File: src/rtl/instr_fetch_unit.sv
// Instruction fetch stage: owns the PC, runs a req/valid read to instruction
// memory, latches the returned word into IR and decodes its fields.
module instr_fetch_unit #(
  parameter int               WIDTH    = 16,
  parameter logic [WIDTH-1:0] RESET_PC = '0,
  parameter int               TIMEOUT  = 15
) (
  input  logic             clk,
  input  logic             reset,
  input  logic             fetch_req,
  input  logic             pc_load,
  input  logic [WIDTH-1:0] pc_target,
  output logic             mem_rd,
  output logic [WIDTH-1:0] mem_addr,
  input  logic [WIDTH-1:0] mem_rdata,
  input  logic             mem_valid,
  output logic [WIDTH-1:0] pc_out,
  output logic [WIDTH-1:0] link_pc,
  output logic             instr_valid,
  output logic [3:0]       opCode1,
  output logic [3:0]       rdest,
  output logic [3:0]       conditionCode,
  output logic [3:0]       opCode2,
  output logic [3:0]       rsrc,
  output logic [WIDTH-1:0] imm_zext,
  output logic [WIDTH-1:0] imm_sext,
  output logic             busy,
  output logic             fetch_err
);

  localparam logic [1:0] IDLE  = 2'd0;
  localparam logic [1:0] READ  = 2'd1;
  localparam logic [1:0] VALID = 2'd2;

  localparam logic [7:0] TIMEOUT_CNT = 8'(TIMEOUT);

  logic [1:0]       state_q, state_d;
  logic [WIDTH-1:0] pc_q, pc_d;
  logic [WIDTH-1:0] ir_q, ir_d;
  logic [WIDTH-1:0] link_pc_q, link_pc_d;
  logic [WIDTH-1:0] mem_addr_q, mem_addr_d;
  logic [WIDTH-1:0] pend_tgt_q, pend_tgt_d;
  logic             pend_q, pend_d;
  logic [7:0]       cnt_q, cnt_d;
  logic             fetch_err_q, fetch_err_d;

  logic [WIDTH-1:0] next_seq;
  logic [WIDTH-1:0] redirect_tgt;
  logic             redirect;
  logic [7:0]       cnt_inc;

  // A load arriving in the same cycle as completion/abort overrides any
  // earlier pending target, so the newest redirect always wins.
  assign next_seq     = mem_addr_q + 1'b1;
  assign redirect     = pc_load | pend_q;
  assign redirect_tgt = pc_load ? pc_target : pend_tgt_q;
  assign cnt_inc      = cnt_q + 8'd1;

  // NOTE: every signal assigned here gets a default first, so no path can
  // leave one unassigned and infer a latch.
  always_comb begin
    state_d     = state_q;
    pc_d        = pc_q;
    ir_d        = ir_q;
    link_pc_d   = link_pc_q;
    mem_addr_d  = mem_addr_q;
    pend_tgt_d  = pend_tgt_q;
    pend_d      = pend_q;
    cnt_d       = cnt_q;
    fetch_err_d = 1'b0;

    case (state_q)
      IDLE: begin
        if (fetch_req) begin
          state_d    = READ;
          mem_addr_d = pc_load ? pc_target : pc_q;
          pc_d       = pc_load ? pc_target : pc_q;
          cnt_d      = 8'd0;
          pend_d     = 1'b0;
        end else if (pc_load) begin
          pc_d = pc_target;
        end
      end
      READ: begin
        if (mem_valid) begin
          ir_d      = mem_rdata;
          link_pc_d = next_seq;
          pc_d      = redirect ? redirect_tgt : next_seq;
          pend_d    = 1'b0;
          state_d   = VALID;
        end else if (cnt_inc == TIMEOUT_CNT) begin
          cnt_d       = cnt_inc;
          state_d     = IDLE;
          fetch_err_d = 1'b1;
          pend_d      = 1'b0;
          if (redirect) pc_d = redirect_tgt;
        end else begin
          cnt_d = cnt_inc;
          if (pc_load) begin
            pend_d     = 1'b1;
            pend_tgt_d = pc_target;
          end
        end
      end
      VALID: begin
        state_d = IDLE;
        if (pc_load) pc_d = pc_target;
      end
      default: state_d = IDLE;
    endcase
  end

  // NOTE: sequential state uses non-blocking assignments only, so every flop
  // samples the pre-edge value of every other flop.
  always_ff @(posedge clk or negedge reset) begin
    if (!reset) begin
      state_q     <= IDLE;
      pc_q        <= RESET_PC;
      ir_q        <= '0;
      link_pc_q   <= '0;
      mem_addr_q  <= '0;
      pend_tgt_q  <= '0;
      pend_q      <= 1'b0;
      cnt_q       <= 8'd0;
      fetch_err_q <= 1'b0;
    end else begin
      state_q     <= state_d;
      pc_q        <= pc_d;
      ir_q        <= ir_d;
      link_pc_q   <= link_pc_d;
      mem_addr_q  <= mem_addr_d;
      pend_tgt_q  <= pend_tgt_d;
      pend_q      <= pend_d;
      cnt_q       <= cnt_d;
      fetch_err_q <= fetch_err_d;
    end
  end

  assign mem_rd        = (state_q == READ);
  assign busy          = (state_q == READ);
  assign instr_valid   = (state_q == VALID);
  assign fetch_err     = fetch_err_q;
  assign mem_addr      = mem_addr_q;
  assign pc_out        = pc_q;
  assign link_pc       = link_pc_q;

  assign opCode1       = ir_q[15:12];
  assign rdest         = ir_q[11:8];
  assign conditionCode = ir_q[11:8];
  assign opCode2       = ir_q[7:4];
  assign rsrc          = ir_q[3:0];
  assign imm_zext      = {{(WIDTH-8){1'b0}}, ir_q[7:0]};
  assign imm_sext      = {{(WIDTH-8){ir_q[7]}}, ir_q[7:0]};

endmodule

File: config.mk
export PLATFORM = sky130hd
export DESIGN_NAME = instr_fetch_unit
export DESIGN_NICKNAME = d
export VERILOG_FILES = /design/src/rtl/instr_fetch_unit.sv
export SDC_FILE = /design/constraint.sdc
export NUM_CORES = 1
export LEC_CHECK = 0
export ABC_AREA = 1
export CORE_UTILIZATION = 50
export CTS_CLUSTER_DIAMETER = 200
export DETAILED_ROUTE_END_ITERATION = 16
export DONT_BUFFER_PORTS = 1
export GPL_TIMING_DRIVEN = 0
export MAX_ROUTING_LAYER = met4
export PLACE_DENSITY = 0.72
export SLEW_MARGIN = 20
export SYNTH_ARGS = -nofsm -noshare
export SYNTH_HDL_FRONTEND = slang
export SYNTH_SLANG_ARGS = --single-unit
File: constraint.sdc
create_clock -name clk -period 2.46 [get_ports clk]
set_input_delay 0.492 -clock clk [delete_from_list [all_inputs] [get_ports clk]]
set_output_delay 0.492 -clock clk [all_outputs]
set_load 0.01 [all_outputs]
### After elaboration in Yosys (flattened, before gate mapping)

Index checks and enable logic that the tools add are counted.

| word-level totals | value |
|---|---|
| bits in registers | 92 |
| output and inout port bits | 104 |
| word-level logic and storage cells | 55 |

| operators by class | value |
|---|---|
| add/subtract/negate cells | 2 |
| equality and inequality tests | 8 |
| mux-type cells | 22 |
| bitwise operators | 3 |
| reductions and logical operators | 11 |

Operator list:

| operator | count |
|---|---|
| 16-bit two-way mux | 6 |
| 16-bit case mux with 2 select lines | 1 |
| 16-bit by 1-bit adder with 16-bit output (second input constant) | 1 |
| 8-bit two-way mux | 2 |
| 8-bit case mux with 2 select lines | 1 |
| 3-bit AND reduction | 4 |
| 8-bit by 1-bit adder with 8-bit output (second input constant) | 1 |
| 8-bit by 4-bit == test with 1-bit output (second input constant) | 1 |
| 1-bit two-way mux | 7 |
| 2-bit two-way mux | 3 |
| 3-bit by 2-bit != test with 1-bit output (second input constant) | 2 |
| 2-bit AND reduction | 3 |
| 2-bit != test (second input constant) | 2 |
| 4-bit by 3-bit != test with 1-bit output (second input constant) | 1 |
| 2-bit case mux with 2 select lines | 1 |
| 2-bit nonzero test | 2 |
| 2-bit by 1-bit == test with 1-bit output (second input constant) | 1 |
| 2-bit == test (second input constant) | 1 |
| 2-bit logical NOT | 1 |
| 1-bit NOT | 2 |
| 1-bit case mux with 2 select lines | 1 |
| 2-bit OR reduction | 1 |
| 1-bit OR | 1 |

### Longest topological paths before layout

| logic depth | value |
|---|---|
| depth after elaboration | 5 |
| depth in mapped cells | 13 |
| depth with buffers taken out | 12 |

### Least setup slack after synthesis

OpenSTA, ideal clock, no wires.

| timing path | value |
|---|---|
| path type | reg-to-reg |
| start point | register cnt_q[1] |
| end point | register pc_q[12] (netlist: pc_out[12]) |
| arrival time | 1.524 ns |
| required time | 2.343 ns |
| setup slack | 0.819 ns |
| cell stages (with the launch flop) | 13 |
| path buffers | 1 |
| path through | dfrtp_1 ha_1 nand3_1 nand2_1 nand2_1 nand3_1 nor2_2 nand2_2 nand2_4 nand2_2 buf_6 nand2_1 nand2_1 |

| on the way | value |
|---|---|
| longest elaborated chain between the ends | 4 |

RTL lines:

| item | RTL line | RTL |
|---|---|---|
| start, declared | 44 | `logic [7:0] cnt_q, cnt_d;` |
| start signal, assigned | 134 | `cnt_q <= cnt_d;` |
| 8-bit by 1-bit adder with 8-bit output | 57 | `assign cnt_inc = cnt_q + 8'd1;` |
| 8-bit by 4-bit == test with 1-bit output | 91 | `end else if (cnt_inc == TIMEOUT_CNT) begin` |
| 3-bit by 2-bit != test with 1-bit output (no source line) | -- |  |
| 3-bit AND reduction (no source line) | -- |  |
| end signal, assigned | 128 | `pc_q <= pc_d;` |
| end, declared | 38 | `logic [WIDTH-1:0] pc_q, pc_d;` |

Every way passes these cells.
A chain may end at the register's enable or synchronous reset.

### Worst setup path after layout

| timing path | value |
|---|---|
| start point | register mem_addr_q[0] (netlist: mem_addr[0]) |
| end point | register pc_q[6] (netlist: pc_out[6]) |

| on the way | value |
|---|---|
| longest elaborated chain between the ends | 4 |

RTL lines:

| item | RTL line | RTL |
|---|---|---|
| start, declared | 41 | `logic [WIDTH-1:0] mem_addr_q, mem_addr_d;` |
| start signal, assigned | 131 | `mem_addr_q <= mem_addr_d;` |
| 16-bit by 1-bit adder with 16-bit output | 54 | `assign next_seq = mem_addr_q + 1'b1;` |
| 16-bit two-way mux | 88 | `pc_d = redirect ? redirect_tgt : next_seq;` |
| 16-bit two-way mux | 85 | `if (mem_valid) begin` |
| 16-bit case mux with 2 select lines | 72 | `case (state_q)` |

Every way passes these cells.

==> reports/metrics.cfg <==
[status]
status=finished with violations
violations=hold timing

[final_layout]
multi_input_area_um2=2110
fin_area_um2=5350
syn_to_final_growth_pct=7.71
nets=713
ff_latch_area_um2=2300
n_antenna_cell=0
fillers=924
drive_gt1_share_pct=11.5

[place]
gp_congestion=0.938
port_buffers=0
place_area_um2=5160
pre_cts_slack_ps=428
dp_hpwl_um=9620

[sta]
fin_tns_setup_ps=0
period_needed_ps=2090
setup_viol=0
rsz0062_at_grt=no
fmax_mhz=478
fin_skew_ps=10.2
worst_slew_margin_rel_pct=63.7
postLayoutSetupSlackWorst_ps=368
hold_viol_final=92
whs_ps=-198
slew_viol_final=0
worstMarginPinSlew_ps=545
period_share_pct=85.0

[synth]
async_flop_share_pct=100
synth_flop_cell=dfrtp_1
yosys.area.top_type_share_pct=46.3
synth_cells=655
synth_commonest_cells=260 x nand2_1, 92 x dfrtp_1, 50 x nand3_1
ys_seq_area_share_pct=46.3
ys_warn_count=0
yosys.area.top_type=dfrtp_1
synth_area_leaders=dfrtp_1 46%, nand2_1 20%, buf_4 5.6%, nand3_1 5.0%, o21ai_0 4.0%
avgSynthCellArea_um2=7.58
ys_ff_latch=92
synth_edf_count=0
netlist_area_um2=4970
synth_most_common_cell=nand2_1
synth_cell_type_count=30

[run]
max-cap-violations=0

[detailed_routing]
drc=0
first_iter_violations=294
viasPerCell=5.32
vias=4308
ant_nets=0
wl_um=13100
routedWlPerCell_um=16.2
drt_first_pass_iters=4

[floorplan]
fp.dieW_um=102
core_um2=9680
initial_core_util_pct=51.3
row_count=36
ioPinCount=141
dieArea_um2=10300
die_h_um=102

[cts]
clk_latency_ps=370
cts_buffers=9
cts.sinks=92
cts_resized=0
postCtsSetupRepairBufs=0
cts_root_buffer=clkbuf_8
htreeDepth=3
cts_tree=yes
clk_pin_slew_ps=90
ctsLongestPathBuffers=2

[worst_setup_path]
cp_max_fo=8
rr_endpoint=pc_out[6]
ff2ff_setup_slack_ps=370
reg2reg_depth=9
cp-end-kind=register
critical_path_class=reg -> reg
start_kind=register
r2r_start=mem_addr[0]
crit_start=mem_addr[0]
cp.arrival_ps=2370
crit_required_ps=2730

[worst_hold_path]
min_path_type=in -> async

[grt]
use_met2_pct=39.1
grt_use_met3_pct=7.32
grt_pass1_vias=4026
busiest_layer=met2
grt_pass1_wl_um=20300
antenna_found_initial=0
met1_usage_pct=35.9
grt_remaining_overflow=0
grt_max_degree=93
grt_usage_pct=26.9

[power_and_ir_drop]
p_leak_uw=0.00273
vdd_drop_max_v=0.000509
powerDensity_nw_per_um2=1180

[worst max-delay path, stage by stage, from the launching register on]
cell	delay [ps]
dfrtp_1	570
ha_1	250
nand3_1	160
nor2_1	320
xor2_1	310
nand2_1	100
nand2_1	70
nand2_1	50
nand3_1	100
nand2_1	60
[cells by family after synthesis]
group / share of synthesized area [%]
xor+xnor: 0.882
fa+ha+maj: 0.756
simple gates: 29.0
other cells: 0.0755
buf+inv: 11.6
compound gates: 11.3
flops: 46.3
[metrics by stage]
stage	total power [µW]	hold WS [ps]	instances	utilization, %
floorplan	4650	196	662	-
global placement	5190	199	795	53.3
detailed placement	5280	200	795	53.3
CTS	6310	-210	810	55.2
global route	6760	-213	810	55.2
finish	6290	-198	810	55.2
[registers in the layout, indices dropped and copies added, names as in the netlist, 2 cells and up]
register,flops
ir_q,16
link_pc,16
mem_addr,16
pc_out,16
pend_tgt_q,16
cnt_q,8
state_q,2
[layout make-up]
class | count | share of cell area, %
Multi-Input combinational cell | 465 | 39.5
Clock buffer | 9 | 2.32
Tap cell | 133 | 3.11
Buffer | 64 | 7.90
Clock inverter | 6 | 1.24
Sequential cell | 92 | 43.0
Inverter | 41 | 2.88
[layer usage]
metal  routed length (µm)  part of all wire (%)  vias up
met5                    0                     0        -
met4                  232                   1.8        0
met3                 1330                    10       21
met2                 5720                    44      212
met1                 5840                    44     1992
li1                     -                     -     2083
[cells in the final DEF, fill, tap and decap left out, types with 9 or more instances in the layout]
| cell type | instances |
|---|---|
| o21ai_0 | 40 |
| o21ai_1 | 13 |
| a21oi_1 | 23 |
| buf_4 | 37 |
| clkbuf_1 | 14 |
| nor2_1 | 23 |
| inv_1 | 37 |
| a21boi_0 | 12 |
| dfrtp_1 | 92 |
| clkbuf_8 | 9 |
| nand2_1 | 260 |
| nand3_1 | 50 |
[how the worst max path moves through the flow]
stage	end	slack [ps]	cells past startpoint
floorplan	pc_out[12]	820	12
global placement	pc_out[6]	450	9
detailed placement	pc_out[6]	430	9
CTS	pc_out[6]	410	9
global route	pc_out[3]	230	11
finish	pc_out[6]	370	9
[power by group]
part,switching (µW),total (µW),internal (µW)
Combinational,1300,2190,887
Clock,561,1030,466
Sequential,907,3070,2160
(Power assumes the default switching activity.)
